**config.mk**
```make
export PLATFORM = sky130hd
export DESIGN_NAME = lsu_req_ctrl
export DESIGN_NICKNAME = d
export VERILOG_FILES = /design/src/rtl/lsu_pkg.sv /design/src/rtl/lsu_load_align.sv /design/src/rtl/lsu_req_ctrl.sv
export SDC_FILE = /design/constraint.sdc
export NUM_CORES = 1
export LEC_CHECK = 0
export CAP_MARGIN = 20
export CORE_AREA = 2 2 184 186
export CTS_CLUSTER_DIAMETER = 120
export DETAILED_ROUTE_END_ITERATION = 16
export DIE_AREA = 0 0 186 188
export GPL_TIMING_DRIVEN = 0
export PLACE_DENSITY = 0.68
export SLEW_MARGIN = 10
export SYNTH_ARGS = -nofsm -noshare
export SYNTH_HDL_FRONTEND = slang
export SYNTH_HIERARCHICAL = 1
export SYNTH_SLANG_ARGS = --single-unit
```
**constraint.sdc**
```tcl
create_clock -name clock -period 3.4 [get_ports clock]
set_input_delay 0.68 -clock clock [delete_from_list [all_inputs] [get_ports clock]]
set_output_delay 0.68 -clock clock [all_outputs]
set_load 0.005 [all_outputs]
```
**src/rtl/lsu_pkg.sv**
```systemverilog
// Shared types and constants for the load/store request controller.
//   state_t        : controller FSM states
//   SZ_*           : access size encodings (byte/half/word/double)
//   MASK_*         : byte-enable patterns for an access at lane 0
//   base_mask()    : size -> unshifted byte-enable pattern
//   is_misaligned(): natural-alignment test on the low address bits
package lsu_pkg;

  localparam int unsigned LSU_DW = 64;

  typedef enum logic [1:0] {
    IDLE = 2'd0,
    REQ  = 2'd1,
    RESP = 2'd2
  } state_t;

  localparam logic [1:0] SZ_B = 2'd0;
  localparam logic [1:0] SZ_H = 2'd1;
  localparam logic [1:0] SZ_W = 2'd2;
  localparam logic [1:0] SZ_D = 2'd3;

  localparam logic [7:0] MASK_B = 8'h01;
  localparam logic [7:0] MASK_H = 8'h03;
  localparam logic [7:0] MASK_W = 8'h0F;
  localparam logic [7:0] MASK_D = 8'hFF;

  function automatic logic [7:0] base_mask(input logic [1:0] size);
    case (size)
      SZ_B:    return MASK_B;
      SZ_H:    return MASK_H;
      SZ_W:    return MASK_W;
      default: return MASK_D;
    endcase
  endfunction

  // Byte accesses can never be misaligned.
  function automatic logic is_misaligned(input logic [1:0] size, input logic [2:0] lo);
    case (size)
      SZ_H:    return lo[0];
      SZ_W:    return |lo[1:0];
      SZ_D:    return |lo;
      default: return 1'b0;
    endcase
  endfunction

endpackage

```
**src/rtl/lsu_load_align.sv**
```systemverilog
// Combinational load-result extraction.
//   rdata       : doubleword returned by memory
//   off         : byte offset of the access inside the doubleword
//   size        : access size (SZ_B/SZ_H/SZ_W/SZ_D)
//   is_unsigned : zero-extend instead of sign-extend (ignored for SZ_D)
//   result      : right-aligned, extended load value
module lsu_load_align
  import lsu_pkg::*;
(
  input  logic [LSU_DW-1:0] rdata,
  input  logic [2:0]        off,
  input  logic [1:0]        size,
  input  logic              is_unsigned,
  output logic [LSU_DW-1:0] result
);

  logic [LSU_DW-1:0] raw;

  // Bytes shifted past the top of the doubleword are simply lost.
  always_comb begin
    raw    = rdata >> {off, 3'b000};
    result = raw;
    case (size)
      SZ_B:    result = is_unsigned ? {56'd0, raw[7:0]}  : {{56{raw[7]}},  raw[7:0]};
      SZ_H:    result = is_unsigned ? {48'd0, raw[15:0]} : {{48{raw[15]}}, raw[15:0]};
      SZ_W:    result = is_unsigned ? {32'd0, raw[31:0]} : {{32{raw[31]}}, raw[31:0]};
      default: result = raw;
    endcase
  end

endmodule

```
**src/rtl/lsu_req_ctrl.sv**
```systemverilog
// Load/store request controller feeding the DPI-backed memory stage.
// Accepts one op per in_valid/in_ready handshake, issues exactly one
// single-cycle read or write strobe with a doubleword-aligned address,
// byte mask and lane-shifted data, then returns the extended load result
// on an out_valid/out_ready handshake.
//   clock, reset             : clock, synchronous active-high reset
//   in_valid/in_ready        : op request handshake
//   in_is_store/in_size/in_unsigned/in_addr/in_wdata : op fields
//   mem_raddr/mem_waddr      : aligned addresses (low 3 bits zero)
//   mem_wdata/mem_wmask      : lane-shifted store data and byte enables
//   mem_read_en/mem_write_en : one-cycle strobes, high only in REQ
//   mem_rdata                : memory read data, combinational in REQ
//   out_valid/out_ready      : result handshake
//   out_rdata/out_err        : extended load data / misaligned flag
// Build option: define LSU_MISALIGN_CHECK_EN to reject misaligned ops
// with out_err=1 and no memory access; otherwise they proceed with the
// truncated mask/shift.
module lsu_req_ctrl
  import lsu_pkg::*;
#(
  parameter int unsigned ADDR_W = 64,
  parameter int unsigned DATA_W = 64
) (
  input  logic              clock,
  input  logic              reset,
  input  logic              in_valid,
  output logic              in_ready,
  input  logic              in_is_store,
  input  logic [1:0]        in_size,
  input  logic              in_unsigned,
  input  logic [ADDR_W-1:0] in_addr,
  input  logic [DATA_W-1:0] in_wdata,
  output logic [ADDR_W-1:0] mem_raddr,
  output logic [ADDR_W-1:0] mem_waddr,
  output logic [DATA_W-1:0] mem_wdata,
  output logic [7:0]        mem_wmask,
  output logic              mem_read_en,
  output logic              mem_write_en,
  input  logic [DATA_W-1:0] mem_rdata,
  output logic              out_valid,
  input  logic              out_ready,
  output logic [DATA_W-1:0] out_rdata,
  output logic              out_err
);

  state_t            state;
  logic              op_store;
  logic [1:0]        op_size;
  logic              op_unsigned;
  logic [2:0]        op_off;

  logic [ADDR_W-1:0] addr_dw_c;
  logic [7:0]        wmask_c;
  logic [DATA_W-1:0] wdata_c;
  logic [DATA_W-1:0] load_data_c;
  logic              misalign_c;

  // Request-side lane placement, computed from the op being accepted.
  assign addr_dw_c = {in_addr[ADDR_W-1:3], 3'b000};
  assign wmask_c   = 8'(base_mask(in_size) << in_addr[2:0]);
  assign wdata_c   = in_wdata << {in_addr[2:0], 3'b000};

`ifdef LSU_MISALIGN_CHECK_EN
  assign misalign_c = is_misaligned(in_size, in_addr[2:0]);
`else
  assign misalign_c = 1'b0;
`endif

  // Extraction runs on the registered op fields against live mem_rdata.
  lsu_load_align u_load_align (
    .rdata       (mem_rdata),
    .off         (op_off),
    .size        (op_size),
    .is_unsigned (op_unsigned),
    .result      (load_data_c)
  );

  // Controller FSM; every output is a flop updated here.
  always_ff @(posedge clock) begin
    if (reset) begin
      state        <= IDLE;
      op_store     <= 1'b0;
      op_size      <= SZ_B;
      op_unsigned  <= 1'b0;
      op_off       <= 3'd0;
      in_ready     <= 1'b1;
      mem_raddr    <= '0;
      mem_waddr    <= '0;
      mem_wdata    <= '0;
      mem_wmask    <= 8'h00;
      mem_read_en  <= 1'b0;
      mem_write_en <= 1'b0;
      out_valid    <= 1'b0;
      out_rdata    <= '0;
      out_err      <= 1'b0;
    end else begin
      case (state)
        IDLE: begin
          if (in_valid) begin
            op_store    <= in_is_store;
            op_size     <= in_size;
            op_unsigned <= in_unsigned;
            op_off      <= in_addr[2:0];
            in_ready    <= 1'b0;
            if (misalign_c) begin
              // Rejected op: no memory access at all.
              state     <= RESP;
              out_valid <= 1'b1;
              out_err   <= 1'b1;
              out_rdata <= '0;
            end else begin
              state        <= REQ;
              mem_raddr    <= addr_dw_c;
              mem_waddr    <= addr_dw_c;
              mem_wdata    <= wdata_c;
              mem_wmask    <= in_is_store ? wmask_c : 8'h00;
              mem_read_en  <= !in_is_store;
              mem_write_en <= in_is_store;
            end
          end
        end
        REQ: begin
          // Strobes drop after one cycle so a store hits DPI exactly once.
          mem_read_en  <= 1'b0;
          mem_write_en <= 1'b0;
          out_valid    <= 1'b1;
          out_err      <= 1'b0;
          out_rdata    <= op_store ? '0 : load_data_c;
          state        <= RESP;
        end
        RESP: begin
          if (out_ready) begin
            out_valid <= 1'b0;
            out_err   <= 1'b0;
            in_ready  <= 1'b1;
            state     <= IDLE;
          end
        end
        default: begin
          state     <= IDLE;
          in_ready  <= 1'b1;
          out_valid <= 1'b0;
        end
      endcase
    end
  end

endmodule
```
==> run_results.csv, run 1 <==
group,metric,value,unit
detailed_routing,firstDrtPassIters,10,
worst_setup_path,crit_arrival,2.91,ns
power,powerDensity,422,mW/mm²
cells_and_area,drive_above_1_share,11.7,%
timing,fin_tns_setup,0,ns
clock_network,cts_max_level,1,
detailed_routing,avgViaCountPerCell,5.45,
synthesis,synth_top_area_cell,"dfxtp_1",
floorplan,pin_count,469,
placement,dp_slack,0.311,ns
global_route,grtUsageTotal,30.4,%
synthesis,yosys_warnings,6,
clock_network,insertion_delay,0.55,ns
timing,finalHoldViolCount,0,
outcome,status,"finished clean",
worst_setup_path,crit_path_end_kind,"flip-flop",
synthesis,syn-cell-area,0.0117,mm²
synthesis,synth_ff_type,"dfxtp_1",
power,leakage,6.62,nW
synthesis,yosysUniqueCellTypes,50,
timing,grt_setup_unrepaired,"no",
worst_setup_path,startpoint_type,"input pin",
clock_network,cts-root-buf,"clkbuf_16",
synthesis,synth_edf_count,0,
floorplan,rows,67,
detailed_routing,drc,0,
synthesis,syn_inst,1392,
clock_network,clock_sinks,210,
power,vdd_ir_drop_max,0.360,mV
worst_setup_path,crit_start,"in_valid",
floorplan,coreArea,0.0331,mm²
synthesis,async_reset_ff_share,0,%
detailed_routing,vias,12800,
placement,gp_congestion,0.976,
cells_and_area,fillCellCount,3096,
timing,finalMaxSlewViolations,0,
timing,fin_crit_sh,72.6,%
clock_network,cts_buffers,25,
global_route,grt_pass1_vias,12700,
timing,fin_worst_skew,0.0139,ns
worst_setup_path,cp_max_fo,10,
cells_and_area,final_nets,2081,
clock_network,cts_hold_buf,0,
placement,portBuffers,456,
global_route,grt_max_degree,14,
timing,setup_ws,0.932,ns
timing,maxSlewHeadroom,37.9,%
synthesis,synthTopCellsByCount,"dfxtp_1, nand2_1, a21oi_1",
timing,setup_violations,0,
worst_setup_path,critPathRequiredTime,3.84,ns
synthesis,avgSynthCellArea,8.38,µm²
placement,hpwl,44.0,mm
clock_network,post-cts-setup-buffer-count,0,
cells_and_area,area_delta_synth_final,51.1,%
synthesis,synth.ff_latch_count,210,
floorplan,fp.dieW,186,µm
timing,finalCriticalPeriod,2.47,ns
clock_network,cts_tree,"yes",
worst_setup_path,r2r_end,"out_rdata[5]$_SDFFE_PP0P_",
detailed_routing,wl_per_cell,23.5,µm
worst_setup_path,r2r_setup_slack,1.02,ns
flow_run,cap_violations,0,
worst_setup_path,r2r-start,"op_off[0]$_SDFFE_PP0P_",
global_route,overflow,0,
worst_hold_path,hold_class,"flip-flop to flip-flop",
floorplan,initial_core_util,35.2,%
global_route,grt_pass1_wl,79.8,mm
timing,clock.fmax,405,MHz
detailed_routing,drt-initial-drc-count,1086,
synthesis,synth_area_leaders,"dfxtp_1, mux2i_1, a21oi_1, nand2_1, mux4_2",
timing,worstMarginPinSlew,0.931,ns
global_route,antenna_found_initial,6,
detailed_routing,drt-total-wl,55.2,mm
worst_setup_path,crit_type,"input pin to flip-flop",
synthesis,synth-seq-area-share,36.0,%
floorplan,die_height,188,µm
synthesis,yosysMostFrequentCell,"dfxtp_1",
detailed_routing,ant_nets,0,
synthesis,synth.top_cell.area_share,36.0,%
worst_setup_path,ff2ff_path_depth,9,
floorplan,die-area,0.0350,mm²
worst_setup_path,crit_end,"op_store$_SDFFE_PP0P_",
clock_network,clk_pin_slew,0.06,ns
power,power,7.44,mW
clock_network,cts.path.max_buffers,3,
clock_network,cts_resized,0,
[state kept, by name (all words and copies together) (netlist names)]
name,count
in_ready,1
mem_raddr,61
mem_read_en,1
mem_wdata,64
mem_wmask,8
mem_write_en,1
op_off,3
op_size,2
op_store,1
op_unsigned,1
out_rdata,64
out_valid,1
state,2
[power by group]
group | switching, mW | leakage [nW] | total (mW) | internal [mW]
clock network | 1.12 | 0.403 | 2.66 | 1.54
registers | 0.118 | 1.72 | 2.73 | 2.62
logic | 1.01 | 4.50 | 2.05 | 1.03
[critical path, cell delays in order]
cell and delay [ns]:
clkdlybuf4s50_1 0.42, or3b_1 0.18, clkbuf_1 0.18, clkbuf_1 0.52, clkbuf_1 0.54, nand2_1 0.13
a21oi_1 0.25
[layout make-up]
class / count / area (µm²) / share of cell area, %
multi-input combinational: 979 / 6290 / 35.7
inverter: 6 / 22.5 / 0.128
clock buffer: 32 / 702 / 3.98
buffer: 203 / 1170 / 6.66
sequential: 210 / 4200 / 23.8
tap: 448 / 561 / 3.18
antenna: 3 / 7.51 / 0.0426
timing repair buffer: 456 / 4560 / 25.9
clock inverter: 12 / 109 / 0.617
[per-layer routing]
layer	wire length (µm)	global-route usage, %	vias up
li1	-	-	5866
met1	20500	35.6	5981
met2	26400	51.8	785
met3	5120	6.82	168
met4	3150	15.1	8
met5	46	0	-
[worst min path at each step]
| stage | startpoint | end | slack (ns) | depth (start not counted) |
|---|---|---|---|---|
| 2_1_floorplan | op_size[1]$_SDFFE_PP0P_ | op_size[1]$_SDFFE_PP0P_ | 0.43 | 2 |
| 4_1_cts | mem_wdata[50]$_SDFFE_PP0P_ | mem_wdata[50]$_SDFFE_PP0P_ | 0.46 | 2 |
| 3_5_place_dp | mem_wdata[50]$_SDFFE_PP0P_ | mem_wdata[50]$_SDFFE_PP0P_ | 0.45 | 2 |
| 3_3_place_gp | mem_wdata[8]$_SDFFE_PP0P_ | mem_wdata[8]$_SDFFE_PP0P_ | 0.44 | 2 |
| 6_report | mem_wdata[50]$_SDFFE_PP0P_ | mem_wdata[50]$_SDFFE_PP0P_ | 0.46 | 2 |
| 5_1_grt | mem_wdata[52]$_SDFFE_PP0P_ | mem_wdata[52]$_SDFFE_PP0P_ | 0.48 | 2 |
[per-stage QoR]
step	util [%]	instance area [µm²]	hold WS, ns	std cells
finish	53.2	17600	0.457	2349
global route	53.2	17600	0.477	2348
CTS	53.2	17600	0.459	2346
detailed placement	50.8	16800	0.449	2302
global placement	50.8	16800	0.440	2302
floorplan	-	11700	0.433	1398
[placed cells by master, fill, tap and decap left out, types with 6 or more instances in the layout]
master           synthesis  final
conb_1                   1      7
a22oi_1                 30     30
buf_6                    9      9
a21oi_1                161    161
clkbuf_16                0     25
nand3b_1                 8      8
o22ai_1                  8      8
nor3_1                  13     13
a222oi_1                 7      7
o2bb2ai_1                9      9
buf_1                    7      7
a221oi_1                10     10
buf_2                   43     43
o2111ai_1               16     16
o211ai_1                 6      6
mux2i_1                127    127
nand2_1                190    190
buf_4                   77     77
nand2b_1                 8      8
nor2b_1                  6      6
clkdlybuf4s50_1          0    456
nand3_1                 18     18
nor3b_1                 68     68
mux2_2                  12     12
clkinv_2                 0      7
clkbuf_1                66     68
o21ai_0                 47     47
mux4_2                  26     26
nor2_1                 143    143
dfxtp_1                210    210
nand4_1                 27     27
[cells by family after synthesis]
kind of cell / synth area share [%]
mux: 17.1
compound gates: 16.7
simple gates: 19.9
buf+inv: 10.3
other cells: 0.0321
flops: 36.0
(Power assumes the default switching activity.)
==> inputs of run 2 (changes only) <==
--- a/config.mk
+++ b/config.mk
@@ -6,12 +6,12 @@
 export NUM_CORES = 1
 export LEC_CHECK = 0
 export CAP_MARGIN = 20
-export CORE_AREA = 2 2 184 186
+export CORE_AREA = 2 2 185 187
 export CTS_CLUSTER_DIAMETER = 120
 export DETAILED_ROUTE_END_ITERATION = 16
-export DIE_AREA = 0 0 186 188
+export DIE_AREA = 0 0 187 189
 export GPL_TIMING_DRIVEN = 0
-export PLACE_DENSITY = 0.68
+export PLACE_DENSITY = 0.7
 export SLEW_MARGIN = 10
 export SYNTH_ARGS = -nofsm -noshare
 export SYNTH_HDL_FRONTEND = slang
==> constraint.sdc (replaced) <==
create_clock -name clock -period 2 [get_ports clock]
set_input_delay 0.4 -clock clock [delete_from_list [all_inputs] [get_ports clock]]
set_output_delay 0.4 -clock clock [all_outputs]
set_load 0.005 [all_outputs]
==> run 2 against run 1 <==
The run now ends with negative setup slack left. Count of clock-buffer cells in the layout up 1. Worst hold slack worse by 0.18 ns. Routed wire length rose by 3.5%. Cell count up 1.1%. First-iteration DRC count increased by 11%. Total power increased by 82%. Sequential cell count is the same. Sequential power grew 70%. Cell area is 6.6% higher. Critical path depth is 3 higher. Register-to-register slack got worse by 1.1 ns. Largest cell class unchanged.
==> run_results.csv, run 2 (synthesized netlist as in run 1, its figures left out) <==
group,metric,value,unit
outcome,status,"complete, but fails checks",
outcome,violations,"negative setup slack",
worst_setup_path,critPathMaxStageDelay,0.42,ns
global_route,grt_max_degree,14,
global_route,grt_pass1_wl,82.6,mm
floorplan,rows,67,
worst_setup_path,cp_num_buf_inv,3,
power,cell_internal_pwr,9.50,mW
cells_and_area,final_nets,2106,
floorplan,die-area,0.0353,mm²
power,power,13.5,mW
worst_setup_path,crit_slowest_cell,"dfxtp_4",
detailed_routing,avgViaCountPerCell,5.55,
cells_and_area,final_cell_mix,"clkdlybuf4s50_1, dfxtp_1, nand2_1",
detailed_routing,drc,0,
global_route,grt_pass1_vias,13000,
cells_and_area,drive_above_1_share,18.5,%
placement,dp_slack,-0.781,ns
clock_network,insertion_delay,0.54,ns
timing,fin_crit_sh,106,%
detailed_routing,firstDrtPassIters,6,
clock_network,cts.path.max_buffers,3,
worst_setup_path,crit_arrival,2.52,ns
detailed_routing,wl_per_cell,24.1,µm
timing,finalMaxSlewViolations,0,
power,netSwitchingPower,4.02,mW
floorplan,pin_count,469,
floorplan,coreArea,0.0333,mm²
worst_setup_path,cp_max_fo,10,
cells_and_area,reg.largest.list,"mem_wdata x64, out_rdata x64, mem_raddr x61",
worst_setup_path,path_cells,"buf_8, mux2i_4, nand2_2, nand4_1, buf_6, buf_6, nand4_1, nor3b_1, a21oi_1, nor2_1",
detailed_routing,ant_nets,0,
worst_setup_path,critPathRequiredTime,2.40,ns
clock_network,clock_sinks,210,
cells_and_area,layout_commonest_cell,"clkdlybuf4s50_1",
floorplan,initial_core_util,35.1,%
worst_hold_path,hp-start,"in_size[1]",
worst_setup_path,r2r-start,"op_off[1]$_SDFFE_PP0P_",
placement,gp_congestion,0.987,
detailed_routing,drt-total-wl,57.2,mm
timing,setup_ws,-0.122,ns
flow_run,cap_violations,0,
placement,portBuffers,456,
timing,grt_setup_unrepaired,"yes",
clock_network,cts_tree,"yes",
timing,finalCriticalPeriod,2.12,ns
power,powerDensity,719,mW/mm²
worst_hold_path,hold_class,"input pin to flip-flop",
global_route,grtUsageTotal,30.6,%
worst_setup_path,startpoint_type,"flip-flop",
clock_network,cts_buffers,24,
timing,maxSlewHeadroom,32.7,%
timing,fin_worst_skew,0.00954,ns
timing,setup_violations,53,
worst_setup_path,crit_start,"op_off[1]$_SDFFE_PP0P_",
clock_network,cts_max_level,1,
clock_network,cts-root-buf,"clkbuf_16",
timing,finalHoldViolCount,0,
power,leakage,7.11,nW
placement,hpwl,44.1,mm
power,switching_share,29.7,%
timing,clock.fmax,471,MHz
power,clkPwrFrac,36.4,%
floorplan,die_height,189,µm
clock_network,cts_hold_buf,0,
detailed_routing,vias,13200,
clock_network,clk_pin_slew,0.07,ns
power,seqPwrFrac,34.4,%
worst_setup_path,crit_type,"flip-flop to flip-flop",
global_route,antenna_found_initial,3,
floorplan,fp.dieW,187,µm
power,vdd_ir_drop_max,0.593,mV
global_route,overflow,0,
worst_setup_path,crit_path_end_kind,"flip-flop",
timing,worstMarginPinSlew,1.01,ns
worst_setup_path,cp_top_family,"simple AND/OR/NAND/NOR gates",
detailed_routing,drt-initial-drc-count,1207,
power,p_comb_share,29.2,%
cells_and_area,area_delta_synth_final,61.2,%
-- run 2: changes by cell type in the layout (fill, tap and decap cells not counted), moves of 10 or more --
cell / before / now
buf_2: 43 / 33
buf_4: 77 / 87
buf_8: 0 / 10
clkbuf_1: 68 / 55
clkbuf_2: 1 / 11
mux2i_1: 127 / 104
mux2i_4: 0 / 16
nor3b_1: 68 / 36
nor3b_2: 0 / 29
-- run 2: what timing repair did --
| item | CTS | global route |
|---|---|---|
| endpoints found under the hold margin | 0 | 0 |
| endpoints found under the setup margin | 107 | 83 |
| resized for setup | 111 | 93 |
| setup buffers | 17 | 7 |
| pin swaps | 1 | 14 |
| cloned | 5 | 3 |
-- run 2: cell type report --
| class | count | area, µm² |
|---|---|---|
| Fill cell | 3025 | 14500 |
| Timing Repair Buffer | 486 | 4940 |
| Clock inverter | 11 | 180 |
| Inverter | 6 | 22.5 |
| Sequential cell | 210 | 4220 |
| Buffer | 199 | 1310 |
| Antenna cell | 3 | 7.51 |
| Multi-Input combinational cell | 979 | 6860 |
| Clock buffer | 33 | 704 |
| Tap cell | 448 | 561 |
-- run 2: path summary, 6_finish.rpt --
check	end	slack, ns	depth (start not counted)
worst max register to register	out_rdata[60]$_SDFFE_PP0P_	-0.12	10
worst max-delay path	out_rdata[60]$_SDFFE_PP0P_	-0.12	10
worst min register to register	op_size[1]$_SDFFE_PP0P_	0.46	2
worst min-delay path	op_size[1]$_SDFFE_PP0P_	0.27	3
-- run 2: metrics by stage --
step | TNS (ns) | area (µm²) | util (%) | std cells | hold slack, ns
after floorplan | 0 | 11700 | - | 1398 | 0.433
final | -2.91 | 18800 | 56.5 | 2375 | 0.274
after global placement | -93.08 | 16800 | 50.5 | 2302 | 0.441
after CTS | -0.165 | 18400 | 55.2 | 2367 | 0.226
after detailed placement | -95.29 | 16800 | 50.5 | 2302 | 0.451
after global routing | -6.51 | 18800 | 56.5 | 2373 | 0.267
-- run 2: power by group through the flow --
stage                     clock, mW  combinational (mW)  sequential (mW)
after floorplan                   0                1.65             4.70
after global placement            0                3.42             4.73
after detailed placement          0                3.43             4.73
after CTS                      4.97                3.73             4.65
after global routing           5.13                4.14             4.67
final                          4.91                3.95             4.65
-- run 2: tightest hold or removal path: stages --
cell      delay [ns]
clkbuf_1        0.20
nand2_1         0.11
a21oi_1         0.06
-- run 2: metal layers --
metal  GRT usage, %  part of all wire, %  routed length, µm
met5              0                    0                  0
met4           13.6                  5.6               3220
met3           6.84                  8.6               4910
met2           52.8                   47              27000
met1           36.3                   39              22100
==> inputs of run 3 (changes only) <==
--- a/config.mk
+++ b/config.mk
@@ -8,10 +8,12 @@
 export CAP_MARGIN = 20
 export CORE_AREA = 2 2 185 187
 export CTS_CLUSTER_DIAMETER = 120
+export CTS_CLUSTER_SIZE = 25
 export DETAILED_ROUTE_END_ITERATION = 16
 export DIE_AREA = 0 0 187 189
 export GPL_TIMING_DRIVEN = 0
 export PLACE_DENSITY = 0.7
+export SETUP_SLACK_MARGIN = 0.1
 export SLEW_MARGIN = 10
 export SYNTH_ARGS = -nofsm -noshare
 export SYNTH_HDL_FRONTEND = slang
==> run 3 against run 2 <==
The flow still finishes with violations (negative setup slack). Utilization up 1.4 points. Global-route usage is 0.64 points higher. Clock power down 42%. Worst setup slack lost 0.038 ns. Die area is the same. Sequential cell count unchanged. Total power down 13%. First-iteration DRC count rose by 4.1%. Clock skew increased by 0.0089 ns. Count of clock-buffer cells in the layout down 20.
==> run_results.csv, run 3 (synthesized netlist as in run 1, its figures left out) <==
group,metric,value,unit
outcome,status,"complete, but fails checks",
outcome,violations,"negative setup slack",
clock_network,cts_max_level,1,
timing,finalHoldViolCount,0,
cells_and_area,final_nets,2124,
timing,setup_ws,-0.160,ns
cells_and_area,instances_no_fill,2375,
detailed_routing,drc,0,
power,vdd_ir_drop_max,0.437,mV
placement,hpwl,44.1,mm
detailed_routing,ant_nets,0,
global_route,antenna_found_initial,3,
clock_network,cts_hold_buf,0,
worst_setup_path,cp_max_fo,8,
power,leakage,7.48,nW
timing,clock.fmax,463,MHz
detailed_routing,drt-total-wl,58.6,mm
global_route,overflow,0,
detailed_routing,avgViaCountPerCell,5.63,
worst_setup_path,crit_slowest_cell,"clkdlybuf4s50_1",
cells_and_area,fin_util,57.9,%
clock_network,cts-root-buf,"clkbuf_16",
cells_and_area,reg.largest.list,"mem_wdata x64, out_rdata x64, mem_raddr x61",
worst_setup_path,crit_type,"input pin to flip-flop",
floorplan,die_height,189,µm
clock_network,cts_buffers,13,
timing,worstMarginPinSlew,0.818,ns
placement,dp_slack,-0.781,ns
global_route,grt_pass1_wl,84.1,mm
placement,gp_congestion,0.987,
clock_network,cts.path.max_buffers,3,
detailed_routing,drt-initial-drc-count,1257,
worst_setup_path,path_cells,"clkdlybuf4s50_1, mux2_4, a2bb2oi_2, nand4_1, buf_6, buf_6, buf_6, nand4_1, nor3b_2, a21oi_1, nor2_1",
timing,grt_setup_unrepaired,"yes",
global_route,grt_pass1_vias,13200,
worst_setup_path,startpoint_type,"input pin",
worst_setup_path,crit_arrival,2.52,ns
cells_and_area,final_cell_area,0.0193,mm²
clock_network,clock_sinks,210,
timing,setup_violations,61,
timing,finalMaxSlewViolations,0,
worst_setup_path,cp_common_cell,"buf_6",
cells_and_area,fillCellCount,2917,
worst_setup_path,cp_top_family,"buffers and inverters",
worst_setup_path,critPathMaxStageDelay,0.56,ns
clock_network,cts_tree,"yes",
floorplan,die-area,0.0353,mm²
timing,fin_tns_setup,-5.36,ns
power,power,11.8,mW
power,powerDensity,610,mW/mm²
flow_run,cap_violations,0,
worst_setup_path,cp_num_buf_inv,4,
detailed_routing,wl_per_cell,24.7,µm
floorplan,pin_count,469,
cells_and_area,area_delta_synth_final,65.1,%
cells_and_area,final_cell_mix,"clkdlybuf4s50_1, nand2_1, dfxtp_1",
global_route,grtUsageTotal,31.2,%
global_route,grt_max_degree,26,
placement,placed_cell_area,0.0168,mm²
timing,fin_crit_sh,108,%
worst_hold_path,hold_class,"input pin to flip-flop",
placement,place_inst,2302,
worst_setup_path,crit_path_end_kind,"flip-flop",
floorplan,coreArea,0.0333,mm²
worst_setup_path,critPathRequiredTime,2.36,ns
detailed_routing,firstDrtPassIters,7,
timing,fin_worst_skew,0.0184,ns
timing,finalCriticalPeriod,2.16,ns
timing,maxSlewHeadroom,45.4,%
placement,portBuffers,456,
cells_and_area,drive_above_1_share,24.4,%
floorplan,rows,67,
clock_network,insertion_delay,0.49,ns
cells_and_area,layout_commonest_cell,"clkdlybuf4s50_1",
detailed_routing,vias,13400,
clock_network,clk_pin_slew,0.11,ns
floorplan,initial_core_util,35.1,%
timing,whs,0.293,ns
floorplan,fp.dieW,187,µm
## run 3: cell types whose count changed in the layout (fill, tap and decap cells not counted), sizes merged, moves of 2 or more
cell,change
clkinv,-2
clkdlybuf4s50,-23
clkbuf,-21
dlymetal6s2s,+11
bufinv,-4
buf,+30
dlygate4sd2,+12
## run 3: repair_timing
action / CTS / global route
setup buffers: 32 / 9
pin swaps: 29 / 19
resized for setup: 273 / 163
cloned: 13 / 1
setup endpoints to repair: 223 / 181
## run 3: final cells by class
| class | instances | area (µm²) | area share, % |
|---|---|---|---|
| Sequential cell | 210 | 4290 | 22.3 |
| Multi-Input combinational cell | 979 | 7300 | 37.9 |
| Timing Repair Buffer | 511 | 5280 | 27.4 |
| Inverter | 6 | 22.5 | 0.117 |
| Antenna cell | 2 | 5.00 | 0.0260 |
| Tap cell | 448 | 561 | 2.91 |
| Clock inverter | 3 | 48.8 | 0.253 |
| Buffer | 203 | 1440 | 7.46 |
| Clock buffer | 13 | 325 | 1.69 |
## run 3: final timing paths
kind / from / endpoint / slack [ns] / cells after the start
min: in_size[0] / op_size[0]$_SDFFE_PP0P_ / 0.29 / 3
max: mem_rdata[39] / out_rdata[32]$_SDFFE_PP0P_ / -0.16 / 11
max reg2reg: op_off[1]$_SDFFE_PP0P_ / out_rdata[32]$_SDFFE_PP0P_ / -0.12 / 11
min reg2reg: op_size[1]$_SDFFE_PP0P_ / op_size[1]$_SDFFE_PP0P_ / 0.46 / 2
## run 3: worst min-delay path, delay by kind of cell
kind | cells | cell delay, ns
buffers and inverters | 1 | 0.19
AND/OR/NAND/NOR | 1 | 0.11
AO/OA/AOI/OAI | 1 | 0.05
## run 3: layer usage
metal  global-route usage, %  vias to the layer above  share of wire [%]
met5                       0                        -              0.032
met4                    14.4                        2                5.4
met3                    7.49                      186                9.5
met2                    53.6                      869                 47
met1                    36.8                     6383                 38
li1                        -                     5940                  -
## run 3: report_power, final
group / switching (mW) / internal (mW)
Clock: 1.60 / 1.23
Sequential: 0.208 / 4.45
Combinational: 2.03 / 2.23
Total: 3.84 / 7.91
